===== config.mk =====
export PLATFORM = sky130hd
export DESIGN_NAME = nibble_mux_sequencer_flat
export DESIGN_NICKNAME = d
export VERILOG_FILES = /design/src/rtl/nibble_mux_sequencer_pkg.sv /design/src/rtl/nibble_mux_sequencer_if.sv /design/src/rtl/nibble_mux_sequencer_settle.sv /design/src/rtl/nibble_mux_sequencer.sv /design/src/flat_wrapper.sv
export SDC_FILE = /design/constraint.sdc
export NUM_CORES = 1
export LEC_CHECK = 0
export CAP_MARGIN = 5
export CORE_MARGIN = 2
export CORE_UTILIZATION = 35
export DETAILED_ROUTE_END_ITERATION = 12
export PLACE_DENSITY = 0.6
export SLEW_MARGIN = 20
export SYNTH_ARGS = -nofsm -noshare
export SYNTH_HDL_FRONTEND = slang
export SYNTH_SLANG_ARGS = --single-unit

===== constraint.sdc =====
create_clock -name clk -period 1.73 [get_ports clk]
set_input_delay 0.173 -clock clk [delete_from_list [all_inputs] [get_ports clk]]
set_output_delay 0.173 -clock clk [all_outputs]
set_load 0.01 [all_outputs]

===== src/rtl/nibble_mux_sequencer_pkg.sv =====
// nibble_mux_sequencer shared types
// State encoding, counter width and mux select constants.
package nibble_seq_pkg;

  localparam logic [1:0] ST_IDLE  = 2'd0;
  localparam logic [1:0] ST_SEL_A = 2'd1;
  localparam logic [1:0] ST_SEL_B = 2'd2;
  localparam logic [1:0] ST_OUT   = 2'd3;

  localparam int CNT_W = 4;

  localparam logic SEL_A_INPUT = 1'b0;
  localparam logic SEL_B_INPUT = 1'b1;

  typedef enum logic [1:0] {
    IDLE  = ST_IDLE,
    SEL_A = ST_SEL_A,
    SEL_B = ST_SEL_B,
    OUT   = ST_OUT
  } state_t;

endpackage


===== src/rtl/nibble_mux_sequencer_if.sv =====
// nibble_mux_sequencer word output handshake
// Assembled byte offered with valid, accepted on valid & ready.
interface nibble_mux_sequencer_if;

  logic [7:0] data;
  logic       valid;
  logic       ready;

  modport master (
    output data,
    output valid,
    input  ready
  );

  modport slave (
    input  data,
    input  valid,
    output ready
  );

endinterface


===== src/rtl/nibble_mux_sequencer_settle.sv =====
// settle_counter: hold-off timer for mux select changes
// done is high once SETTLE cycles have elapsed since clear.
module settle_counter #(
  parameter int SETTLE = 1
) (
  input  logic clk,
  input  logic reset,
  input  logic clear,
  output logic done
);

  import nibble_seq_pkg::*;

  localparam logic [CNT_W-1:0] LAST = CNT_W'(SETTLE - 1);

  logic [CNT_W-1:0] cnt;

  assign done = (cnt == LAST);

  // Count up from zero after clear; stop at LAST so it never wraps
  always_ff @(posedge clk) begin
    if (reset || clear) begin
      cnt <= '0;
    end else if (!done) begin
      cnt <= cnt + 1'b1;
    end
  end

endmodule


===== src/rtl/nibble_mux_sequencer.sv =====
// nibble_mux_sequencer: reads a byte through a 74LS157 quad mux
// Samples A then B nibble after a settle delay, offers the word.
module nibble_mux_sequencer #(
  parameter int SETTLE = 1
) (
  input  logic       clk,
  input  logic       reset,
  input  logic       start,
  input  logic       abort,
  input  logic [3:0] y,
  output logic       sel,
  output logic       strobe_n,
  output logic       busy,
  nibble_mux_sequencer_if.master bus
);

  import nibble_seq_pkg::*;

  if (SETTLE < 1 || SETTLE > 15) begin : g_bad_settle
    $error("nibble_mux_sequencer: SETTLE must be 1..15");
  end

  state_t     st;
  state_t     nx;
  logic       done;
  logic       clear;
  logic       cap_a;
  logic       cap_b;
  logic [3:0] lo_stage;
  logic [7:0] data_q;
  logic       valid_d;

  settle_counter #(
    .SETTLE (SETTLE)
  ) u_settle (
    .clk   (clk),
    .reset (reset),
    .clear (clear),
    .done  (done)
  );

  // Restart settle timing on every state entry; idle states keep it at zero
  assign clear = (nx != st) || (st == IDLE) || (st == OUT);

  // State register
  always_ff @(posedge clk) begin
    if (reset) begin
      st <= IDLE;
    end else begin
      st <= nx;
    end
  end

  // Next-state and capture strobes; abort beats a pending capture
  always_comb begin
    nx    = st;
    cap_a = 1'b0;
    cap_b = 1'b0;
    unique case (st)
      IDLE: begin
        if (start) nx = SEL_A;
      end
      SEL_A: begin
        if (abort) begin
          nx = IDLE;
        end else if (done) begin
          cap_a = 1'b1;
          nx    = SEL_B;
        end
      end
      SEL_B: begin
        if (abort) begin
          nx = IDLE;
        end else if (done) begin
          cap_b = 1'b1;
          nx    = OUT;
        end
      end
      OUT: begin
        if (bus.ready) nx = IDLE;
      end
      default: nx = IDLE;
    endcase
  end

  // Mux control and status decoded from state only
  always_comb begin
    sel      = SEL_A_INPUT;
    strobe_n = 1'b1;
    busy     = 1'b1;
    valid_d  = 1'b0;
    unique case (st)
      IDLE: begin
        busy = 1'b0;
      end
      SEL_A: begin
        strobe_n = 1'b0;
      end
      SEL_B: begin
        sel      = SEL_B_INPUT;
        strobe_n = 1'b0;
      end
      OUT: begin
        sel     = SEL_B_INPUT;
        valid_d = 1'b1;
      end
      default: busy = 1'b0;
    endcase
  end

  // Nibble capture; the word updates in one edge so it is never half-new
  always_ff @(posedge clk) begin
    if (reset) begin
      lo_stage <= 4'h0;
      data_q   <= 8'h00;
    end else begin
      if (cap_a) lo_stage <= y;
      if (cap_b) data_q <= {y, lo_stage};
    end
  end

  assign bus.data  = data_q;
  assign bus.valid = valid_d;

endmodule

===== src/flat_wrapper.sv =====
// flat-port wrapper written by rule: the top's interface ports become plain ports
module nibble_mux_sequencer_flat import nibble_seq_pkg::*;
#(
  parameter int SETTLE = 1
)
  (clk, reset, start, abort, y, sel, strobe_n, busy, bus_data, bus_valid, bus_ready);
  nibble_mux_sequencer_if bus_i ();
  input  logic clk;
  input  logic reset;
  input  logic start;
  input  logic abort;
  input  logic [3:0] y;
  output logic sel;
  output logic strobe_n;
  output logic busy;
  output wire logic [$bits(bus_i.data)-1:0] bus_data;
  output wire logic [$bits(bus_i.valid)-1:0] bus_valid;
  input wire logic [$bits(bus_i.ready)-1:0] bus_ready;
  assign bus_data = bus_i.data;
  assign bus_valid = bus_i.valid;
  assign bus_i.ready = bus_ready;
  nibble_mux_sequencer #(.SETTLE(SETTLE)) u_core (.clk(clk), .reset(reset), .start(start), .abort(abort), .y(y), .sel(sel), .strobe_n(strobe_n), .busy(busy), .bus(bus_i));
endmodule

==> results.md, run 1 <==
* Status: finished, final reports clean
* First-pass DRT Iterations at 4
* Total wire length at 1.93 mm
* Syn Nets at 117
* Fin util at 50.1%
* Leak pwr at 0.459 nW
* H-tree depth at 1
* Worst R2R Start: u_core.st[0]
* Setup crit start kind: register
* Setup CP Type: register to primary output
* DR vias at 817
* Top_reg_cell synth: dfxtp_1
* Compound-Gate Fraction of Synth Area at 19.5%
* Setup violations, final at 0
* # rows at 18
* Endpoint type of the worst setup path: primary output
* Hold Startpoint: u_core.bus.data[3]
* Hold Path Class: register to register
* Vias in the first global route at 742
* WHS Endpoint: u_core.bus.data[3]
* Crit path max-delay family: buffers and inverters
* Critical Path Fanout Max at 5
* Data arrival, critical path at 1.49 ns
* Most frequent cells in the layout: nand2_1 (18), dfxtp_1 (17), clkdlybuf4s50_1 (16), nand3_1 (14), a21oi_1 (12)
* Initial cell density of the core at 36.3%
* Max-slew violation count at 0
* Synthesized flop and latch total at 18
* Ys Warns at 0
* Mux cell area share after synthesis at 0%
* Remaining DRCs at 0
* Setup slack, reg-to-reg at 0.15 ns
* Worst R2R End: u_core.u_settle.cnt[0]
* RSZ-0062 raised after global routing: true
* Synth top area cells: dfxtp_1 (40%), ha_1 (8.4%), nand3_1 (7.9%)
* Die Wd at 54.5 µm
* Total CTS buffers at 3
* Hold Crit Depth at 2
* Post-route ant nets at 0
* Final hold vios at 0
* Post-synth EDFFs at 0
* Initial antenna violation count at 0
* Post-Route Skew at 0.00371 ns
* Largest family of logic cells by synthesized area: simple AND/OR/NAND/NOR gates
* Ports at 21
* Synth top area share at 40.4%
* Largest net degree at the start of global routing at 15
* Layout area overhead at 38.1%
* WP data required at 1.56 ns
* Port bufs at 20
* Final nets at 148
* Global-route wire length before repair at 3.13 mm
* Simple-gate share of the synthesized area at 24.0%
* Multi-input logic area at 520 µm²
* Most common cell after layout, fill and taps aside: nand2_1
* Core Box Area at 2450 µm²
* TNS Setup at 0 ns
* Worst vdd ir at 0.819 mV
* Layout cell share with drive strength beyond 1 at 19.1%
* HPWL after DPL at 1.48 mm
* GRT Util Overall at 14.9%
* Post-synthesis async set-or-reset flop share at 0%
* Overflow after GRT at 0
* Worst skew pair latency at 0.28 ns
* Max Cap Violations at 0
* Buf+Inv Stages, Crit Path at 2
* Worst slew margin at 78.5%
* Final min period at 1.67 ns
* CTS tree: done
* 1st-iter DRT viols at 8
* Unique masters post-synth at 26
* Area leader, netlist: dfxtp_1
* Post-synthesis adder-cell area fraction at 8.43%
* Full die area at 2960 µm²
* Syn avg cell area at 8.73 µm²
* Part of the Yosys area used for sequential elements at 40.4%
* Max Buffers Root-to-Sink at 2
* Setup ws final at 0.0622 ns
* Clock Tree Root: clkbuf_4
* Die span in y at 54.5 µm
* Worst Max-Slew Pin Slew at 0.318 ns
* Cell count after synthesis at 102
* Clock transition at path regs at 0.09 ns
* DR WL/cell at 12.0 µm
* Fmax at 600 MHz
* Routability cong. at 0.959
* Register-to-Register Path Depth at 6
* Reg area at 364 µm²
* Cell Pwr Density at 1210 nW/µm²
* Post-Layout Cell Count at 161
* Vias per inst at 5.07
* CTS hold repair buffers at 0
* Slowest stage delay, CP at 0.33 ns
* Worst path cell trace: buf_4 > ha_4 > or2_2 > dlygate4sd2_1
* Crit share post-route at 96.4%
* Slowest cell on the critical path: dfxtp_1
* Synth Cell Area at 891 µm²
* TritonCTS Sinks at 18
* Synth Area in XOR/XNOR at 2.95%
* Dpl ws at 0.0617 ns
* ANT cells at 0
* FILL cells at 248
* Dpl cells at 157
==> synth_stat cells (2+ instances only) <==
cell,instances
clkbuf_1,2
ha_1,6
o21ai_0,2
nor2_1,5
dfxtp_1,18
or2_2,2
xor2_1,2
nand3_1,14
a21oi_1,12
nand2_1,18
inv_1,6
==> logic make-up (layout without fill, tap and decap cells) <==
family / after synthesis / in the layout
buffers and inverters: 9 / 38
DFF: 18 / 18
xor gates and xnor gates: 3 / 3
AOI/OAI and AO/OA: 23 / 23
and+or+nand+nor: 43 / 43
adders and majority gates: 6 / 6
==> through the flow <==
stage	instance area (µm²)	hold WS (ns)	power, mW
after global routing	1230	0.480	1.60
after detailed placement	1170	0.448	1.27
after floorplan	891	0.242	0.932
after CTS	1200	0.462	1.44
final	1230	0.457	1.49
after global placement	1170	0.442	1.26
==> how the worst max path moves through the flow <==
stage          slack (ns)         start                endpoint  depth (start not counted)
2_1_floorplan        0.18  u_core.st[1]            u_core.st[0]                          6
3_3_place_gp         0.08  u_core.st[0]  u_core.u_settle.cnt[0]                          7
3_5_place_dp         0.06  u_core.st[0]            u_core.st[0]                          6
4_1_cts              0.02  u_core.st[0]                     sel                          4
5_1_grt             -0.01  u_core.st[0]  u_core.u_settle.cnt[2]                          6
6_report             0.06  u_core.st[0]                     sel                          4
==> layout make-up <==
class / count / area share [%]
Multi-Input combinational cell: 75 / 42.3
Inverter: 6 / 1.83
Clock buffer: 3 / 1.83
Timing Repair Buffer: 29 / 21.4
Tap cell: 30 / 3.05
Sequential cell: 18 / 29.6
==> sequential cells by signal, indices dropped and copies added (netlist names) <==
name / count
u_core.bus.data: 8
u_core.st: 2
u_core.lo_stage: 4
u_core.u_settle.cnt: 4
==> routing by layer <==
metal,GRT usage (%),vias to the layer above,share of wire [%]
met4,10.0,0,0.78
met1,17.5,369,46
met5,0,-,0
met2,23.3,34,46
li1,-,412,-
met3,4.37,2,6.8
==> worst reg2reg max path, delay by kind of cell (launching register included) <==
kind	cells	cell delay (ns)
buffers and inverters	1	0.16
AO/OA/AOI/OAI	3	0.65
adder cells (fa/ha/maj)	1	0.21
flip-flops	1	0.36
AND/OR/NAND/NOR	1	0.13
==> repair_timing <==
item                       in CTS  in global routing
buffers inserted                0                  1
setup endpoints to repair       4                 10
pin swaps                       0                  0
resized for setup               8                  6
==> power by group <==
group	leakage (nW)	switching [mW]	internal [mW]
Combinational	0.299	0.406	0.362
Sequential	0.146	0.0497	0.470
Clock	0.0138	0.117	0.0808
Total	0.459	0.572	0.913
Power figures use the tool's default switching activity.
==> inputs of run 2 (changes only) <==
--- a/config.mk
+++ b/config.mk
@@ -6,10 +6,12 @@
 export NUM_CORES = 1
 export LEC_CHECK = 0
 export CAP_MARGIN = 5
+export CELL_PAD_IN_SITES_DETAIL_PLACEMENT = 0
+export CELL_PAD_IN_SITES_GLOBAL_PLACEMENT = 1
 export CORE_MARGIN = 2
 export CORE_UTILIZATION = 35
 export DETAILED_ROUTE_END_ITERATION = 12
-export PLACE_DENSITY = 0.6
+export PLACE_DENSITY = 0.76
 export SLEW_MARGIN = 20
 export SYNTH_ARGS = -nofsm -noshare
 export SYNTH_HDL_FRONTEND = slang
==> results.md, run 2 (synthesis gave the netlist of run 1 again) <==
* Status: finished, final reports clean
* Hold Startpoint: u_core.bus.data[2]
* Met3 usage in global routing at 3.83%
* DR WL/cell at 12.8 µm
* Total CTS buffers at 3
* Final min period at 1.68 ns
* Crit path max-delay family: buffers and inverters
* Worst R2R End: u_core.bus.data[6]
* Largest net degree at the start of global routing at 15
* Post-route ant nets at 0
* Final nets at 148
* Ports at 21
* Worst vdd ir at 0.887 mV
* Routability cong. at 0.792
* TritonCTS Sinks at 18
* Fin util at 51.0%
* Critical Path Fanout Max at 5
* Die span in y at 54.5 µm
* Met1 Resource Use GR at 18.1%
* Initial cell density of the core at 36.3%
* Worst slew margin at 75.6%
* DP Area at 1180 µm²
* Vias in the first global route at 741
* Register-to-Register Path Depth at 6
* Fmax at 594 MHz
* Post-Route Skew at 0.0116 ns
* First-pass DRT Iterations at 4
* ANT cells at 0
* Cell Pwr Density at 1270 nW/µm²
* Most common cell after layout, fill and taps aside: nand2_1
* Max Buffers Root-to-Sink at 2
* H-tree depth at 1
* Max Cap Violations at 0
* Core Box Area at 2450 µm²
* # rows at 18
* Gr busiest metal: met2
* Total wire length at 2.07 mm
* Remaining DRCs at 0
* Worst Max-Slew Pin Slew at 0.364 ns
* Worst path cell trace: buf_4 > ha_4 > or2_2 > dlygate4sd2_1
* Setup slack, reg-to-reg at 0.17 ns
* Initial antenna violation count at 0
* Layout area overhead at 40.4%
* CTS hold repair buffers at 0
* Post-CTS setup buffers at 0
* Multi-input logic area at 529 µm²
* Worst skew pair latency at 0.30 ns
* WHS at 0.460 ns
* Endpoint type of the worst setup path: primary output
* Max reg flops at 8
* Slowest stage delay, CP at 0.33 ns
* Slowest cell on the critical path: dfxtp_2
* Reg area at 363 µm²
* CTS tree: done
* Port bufs at 20
* Leak pwr at 0.465 nW
* Post-Layout Inst Area at 1250 µm²
* Buf+Inv Stages, Crit Path at 2
* WP data required at 1.56 ns
* DR vias at 826
* Full die area at 2960 µm²
* Clock Tree Root: clkbuf_4
* Layout cell share with drive strength beyond 1 at 20.5%
* Hold Path Class: register to register
* Setup violations, final at 0
* Setup CP Type: register to primary output
* Die Wd at 54.5 µm
* Global-route wire length before repair at 3.26 mm
* 1st-iter DRT viols at 9
* Final hold vios at 0
* HPWL after DPL at 1.60 mm
* Met2 GRT Util at 26.1%
* Setup crit start kind: register
* GRT Util Overall at 15.6%
* Vias per inst at 5.10
* WHS Endpoint: u_core.bus.data[2]
* Clock transition at path regs at 0.11 ns
* Most frequent cells in the layout: nand2_1 (17), clkdlybuf4s50_1 (16), dfxtp_1 (16), nand3_1 (14), a21oi_1 (12)
* Max-slew violation count at 0
* FILL cells at 257
* Overflow after GRT at 0
* Worst R2R Start: u_core.u_settle.cnt[0]
* RSZ-0062 raised after global routing: true
* Crit share post-route at 97.4%
* Hold Crit Depth at 2
* Data arrival, critical path at 1.51 ns
[run 2: repair_timing]
item | 4_1_cts | 5_1_grt
pin swaps | 0 | 0
cloned | 0 | 0
endpoints found under the setup margin | 4 | 14
resized for setup | 8 | 7
[run 2: metrics by stage]
stage	total power, mW	instances	setup WS (ns)	TNS (ns)
CTS	1.55	162	0.00802	0
detailed placement	1.31	158	0.0144	0
global placement	1.30	158	0.0638	0
floorplan	0.932	102	0.177	0
finish	1.59	162	0.0454	0
global route	1.71	162	-0.00634	-0.00634
[run 2: worst min-delay path, cell delays in order, from the launching register on]
cell     delay, ns
dfxtp_1       0.33
nand2_1       0.05
a21oi_1       0.05
[run 2: power by group]
part / internal [mW] / leakage (nW) / switching [mW]
clock: 0.128 / 0.0210 / 0.133
sequential: 0.468 / 0.146 / 0.0402
combinational: 0.394 / 0.298 / 0.422
total: 0.990 / 0.465 / 0.595
[run 2: final cells by class]
| cell class | instances | share of cell area, % |
|---|---|---|
| Clock buffer | 4 | 2.90 |
| Inverter | 6 | 1.80 |
| Multi-Input combinational cell | 75 | 42.3 |
| Sequential cell | 18 | 29.0 |
| Tap cell | 30 | 3.00 |
| Timing Repair Buffer | 29 | 21.0 |
[run 2: worst max path at each step]
stage,startpoint,endpoint,depth (start not counted)
after floorplan,u_core.st[1],u_core.st[0],6
after global placement,u_core.st[0],u_core.st[0],6
after detailed placement,abort,u_core.u_settle.cnt[1],5
after CTS,u_core.st[0],sel,4
after global routing,u_core.st[0],sel,4
final,u_core.st[0],sel,4
[run 2: per-layer routing]
metal  wire length, µm  part of all wire, %  vias up
li1                  -                    -      414
met1               933                   45      374
met2               958                   46       28
met3               111                  5.4       10
met4                64                  3.1        0
met5                 0                    0        -
==> variant 1 (config.mk and constraints of run 1) <==
`CNT_W`: 4 -> 3.
--- a/src/rtl/nibble_mux_sequencer_pkg.sv
+++ b/src/rtl/nibble_mux_sequencer_pkg.sv
@@ -8,5 +8,5 @@
   localparam logic [1:0] ST_OUT   = 2'd3;
 
-  localparam int CNT_W = 4;
+  localparam int CNT_W = 3;
 
   localparam logic SEL_A_INPUT = 1'b0;
Check against the original RTL: same outputs for any inputs over 10 cycles, from zero or initial values and one cycle with reset high; that may be too few to reach the edited logic, so the function may still have changed.
==> variant 1 against run 1 <==
  * Worst setup slack gained 18 ps
  * Routed wire length shrank 12%
  * Count of clock-buffer cells in the layout is the same
  * Sequential cell count shrank 1
  * Cell area shrank 7.9%
  * Synthesized area shrank 7.3%
  * Hold slack lost 6.7 ps
  * Largest power group unchanged
  * Critical path depth shrank 1
  * Total power shrank 18%
  * Sequential power shrank 10%
==> variant 1: results (changes against run 1) <==
largest net degree at the start of global routing=15 (unchanged); outcome=complete, no violations; vias in the first global route=684 (-7.8%); Pleak=0.440 nW (-4.2%); DR vias/cell=4.85 (-4.5%); Final HPWL DP=1300 um (-12%); Crit Path Max Fanout=4 (-1); Cell variety after synth=25 (-3.8%); Synthesized Nets=111 (-5.1%); IR Drop Worst-Case VDD=0.000758 V (-7.4%); PortBufs=20 (unchanged); GPL Wtd Cong=0.845 (-12%); GRT Util Overall=14.8% (-0.11 points); routed len/inst=11.3 um (-5.9%); internal reg-to-reg setup slack=110 ps (-40 ps); kind of path behind the tightest hold check=primary input to flip-flop; DR iter-0 viols=8 (unchanged); layout cells sized above 1=17.9% (-1.2 points); hold_ws=450 ps (-6.66 ps); CTS H-tree lvls=1 (unchanged); hold path startpoint=y[0]; worst relative slew slack=81.6% (+3.1 points); Clk Latency, worst-skew pair=300 ps (+20 ps); most area-consuming cells after synthesis=dfxtp_1, ha_1, nand2_1, a21oi_1, mux2i_1; sequential area share after synthesis=41.2% (+0.76 points); hold depth=3 (+1); first-pass GRT wire length=2880 um (-7.9%); Worst Skew=6.85 ps (+3.14 ps); Nets=139 (-6.1%); R2R Path End=u_core.u_settle.cnt[1]$_SDFFE_PP0N_; diode count=0 (unchanged); CTS clock-pin slew for the worst setup and hold paths=110 ps (+20 ps); Min-Delay Endpoint=u_core.bus.data[4]$_SDFFE_PP0P_; most instantiated cells after synthesis=dfxtp_1, nand2_1, a21oi_1, inv_1, nor2_1
[variant 1: cell types whose count changed in the layout (fill, tap and decap cells not counted), moves of 3 or more]
| cell | change |
|---|---|
| buf_4 | -4 |
| mux2i_1 | +4 |
| nand3_1 | -14 |
| nor2_1 | +3 |
| nor3_1 | +3 |
[variant 1: final cells by class]
type,count,area [um^2]
fillers,223,1080
multi-input cells,69,463
flip-flops and latches,17,343
repair buffers,25,234
well taps,28,35.0
inverters,8,30.0
clock buffers,3,22.5
clock inverters,1,5.00
[variant 1: per-layer routing]
layer,share of wire (%),GRT usage (%)
met1,45,15.9
met4,1.9,7.69
met3,4.3,6.00
met2,48,24.6
met5,0,0
[variant 1: timing repair]
item	4_1_cts	5_1_grt
setup endpoints to repair	3	2
pin swaps	0	1
gates resized for setup	6	4
setup buffers	0	0
[variant 1: worst max-delay path by stage]
stage	startpoint	end	cells past startpoint
5_1_grt	u_core.st[1]$_SDFF_PP0_	bus_valid	2
4_1_cts	u_core.st[0]$_SDFF_PP0_	sel	4
3_3_place_gp	u_core.u_settle.cnt[0]$_SDFFE_PP0N_	u_core.st[0]$_SDFF_PP0_	6
6_report	u_core.st[0]$_SDFF_PP0_	sel	3
2_1_floorplan	u_core.st[0]$_SDFF_PP0_	u_core.u_settle.cnt[1]$_SDFFE_PP0N_	6
3_5_place_dp	u_core.st[0]$_SDFF_PP0_	u_core.u_settle.cnt[1]$_SDFFE_PP0N_	6
[variant 1: report_power, final]
part / internal (mW) / total, mW / switching (mW)
Clock: 0.0863 / 0.222 / 0.136
Sequential: 0.436 / 0.468 / 0.0326
Combinational: 0.251 / 0.522 / 0.271
[variant 1: logic make-up (layout without fill, tap and decap cells)]
family                     after synthesis  in the layout  synth area share [%]
adders and majority gates                6              6                  9.09
muxes                                    4              4                  4.85
buffers and inverters                   10             37                  5.45
xor gates and xnor gates                 1              1                  1.06
DFF                                     17             17                  41.2
and+or+nand+nor                         39             39                  24.1
AOI/OAI and AO/OA                       19             19                  14.2
[variant 1: through the flow]
| step | total power [mW] | std cells | cell area [um^2] | utilization [%] | setup WS [ps] |
|---|---|---|---|---|---|
| floorplan | 0.766 | 96 | 826 | - | 197 |
| global placement | 1.00 | 147 | 1080 | 49.0 | 126 |
| detailed placement | 1.00 | 147 | 1080 | 49.0 | 62.9 |
| CTS | 1.21 | 151 | 1110 | 50.3 | 39.8 |
| global route | 1.31 | 151 | 1130 | 51.2 | 9.94 |
| finish | 1.21 | 151 | 1130 | 51.2 | 79.9 |
[variant 1: critical path, stage by stage (launching register included)]
cell and delay, ps:
dfxtp_2 350, ha_1 250, or2_2 300, dlygate4sd2_1 280
==> variant 2 (config.mk and constraints of run 1) <==
Without the edit above. Reset style: asynchronous (`reset`), changed in 2 clocked blocks.
--- a/src/rtl/nibble_mux_sequencer.sv
+++ b/src/rtl/nibble_mux_sequencer.sv
@@ -44,5 +44,5 @@
 
   // State register
-  always_ff @(posedge clk) begin
+  always_ff @(posedge clk or posedge reset) begin
     if (reset) begin
       st <= IDLE;
@@ -110,5 +110,5 @@
 
   // Nibble capture; the word updates in one edge so it is never half-new
-  always_ff @(posedge clk) begin
+  always_ff @(posedge clk or posedge reset) begin
     if (reset) begin
       lo_stage <= 4'h0;
Check against the original RTL: differs if reset is asserted again (counterexample within 4 cycles, from zero or initial values and one cycle with reset high); with reset held inactive, the same outputs for 10 cycles.
==> variant 2 against run 1 <==
  * Total power up 30%
  * Die area up 3.3%
  * Combinational power up 38%
  * Synthesized cell count down 21%
  * Sequential power up 28%
  * Synthesized area up 3.5%
  * Routed wire length down 13%
  * Sequential cell count unchanged
  * Cell area up 1.8%
  * Hold slack worse by 200 ps
  * Worst setup slack better by 21 ps
  * Critical path type unchanged
  * Highest routed layer unchanged
==> variant 2: results (changes against run 1) <==
Post-Synthesis Cells=81 (-21%); kind of path behind the tightest hold check=primary input to asynchronous set/reset pin; R2R Path End=u_core.u_settle.cnt[1]$_SDFFE_PP0N_; fill count=239 (-3.6%); most instantiated cells after synthesis=dfrtp_1, mux2_2, inv_1, ha_1, nor2_1; placed instance count=133 (-15%); wl on met1=722 um (-19%); DRT Wirelength=1670 um (-13%); crit path launch=u_core.st[1]$_DFF_PP0_; layout cells sized above 1=31.8% (+13 points); FF-to-FF Start=u_core.st[0]$_DFF_PP0_; Pleak=0.560 nW (+22%); asr flop ratio synth=77.8% (+78 points); outcome=complete, no violations; sequential area share after synthesis=46.7% (+6.2 points); Worst Skew=0.866 ps (-2.85 ps); Final HPWL DP=1280 um (-14%); Arrival @ worst endpoint=1470 ps (-20 ps); IR Drop Worst-Case VDD=0.00102 V (+25%); fin cells=140 (-13%); met2 routed WL=809 um (-9.1%); first-pass GRT wire length=2990 um (-4.4%); GRT Util Overall=12.3% (-2.6 points); Worst-Margin Slew=519 ps (+200 ps); DR iter-0 viols=14 (+6); Cell variety after synth=29 (+12%); DR vias/cell=5.05 (-0.48%); R2R cell count=7 (+1); vias in the first global route=711 (-4.2%); met3 wire length=102 um (-22%); GPL Wtd Cong=0.719 (-25%); Synthesized Nets=96 (-18%)
==> variant 2: final cells by class <==
class | count | area share (%)
clock buffers | 4 | 2.10
well taps | 30 | 3.00
flip-flops and latches | 18 | 34.5
multi-input cells | 55 | 39.5
inverters | 7 | 2.10
repair buffers | 26 | 18.9
==> variant 2: cell families (layout without fill, tap and decap cells) <==
group | Yosys count | count (layout) | share of synthesized area [%]
AO/OA/AOI/OAI | 12 | 12 | 8.82
XOR/XNOR | 2 | 2 | 1.90
adder cells (fa/ha/maj) | 6 | 6 | 8.14
buffers and inverters | 8 | 37 | 3.39
flip-flops | 18 | 18 | 46.7
multiplexers | 13 | 13 | 15.7
AND/OR/NAND/NOR | 22 | 22 | 15.3
==> variant 2: metrics by stage <==
step | area (um^2) | util (%) | setup WS, ps
after floorplan | 922 | - | 80.1
after global routing | 1250 | 50.6 | -31.5
after global placement | 1180 | 47.5 | -8.74
after CTS | 1230 | 49.5 | -75.0
final | 1250 | 50.6 | 83.5
after detailed placement | 1180 | 47.5 | 12.0
==> variant 2: critical path: stages, from the launching register on <==
cell and delay (ps):
dfrtp_2 420, buf_4 150, ha_2 200, or2_2 290, clkbuf_2 130
==> variant 2: worst min path at each step <==
| stage | cells after the start | start | to | slack (ps) |
|---|---|---|---|---|
| after floorplan | 1 | reset | u_core.bus.data[0]$_DFFE_PP0P_ | 60 |
| after global placement | 1 | u_core.lo_stage[2]$_DFFE_PP0P_ | u_core.lo_stage[2]$_DFFE_PP0P_ | 490 |
| after detailed placement | 1 | u_core.lo_stage[3]$_DFFE_PP0P_ | u_core.lo_stage[3]$_DFFE_PP0P_ | 490 |
| after CTS | 2 | reset | u_core.st[0]$_DFF_PP0_ | 260 |
| after global routing | 2 | reset | u_core.st[0]$_DFF_PP0_ | 290 |
| final | 2 | reset | u_core.bus.data[5]$_DFFE_PP0P_ | 260 |
==> variant 2: routing by layer <==
| layer | vias up | global-route usage, % |
|---|---|---|
| li1 | 343 | - |
| met1 | 335 | 14.3 |
| met2 | 25 | 20.4 |
| met3 | 4 | 2.81 |
| met4 | 0 | 7.32 |
| met5 | - | 0 |
==> variant 2: what timing repair did <==
item                       4_1_cts  5_1_grt
gates resized for setup          8        8
pin swaps                        0        1
setup endpoints to repair        6        6
setup buffers                    3        0
==> variant 2: power breakdown <==
group	switching [mW]	internal [mW]	total [mW]
sequential	0.0816	0.586	0.668
combinational	0.458	0.604	1.06
clock	0.119	0.0896	0.209
total	0.659	1.28	1.94
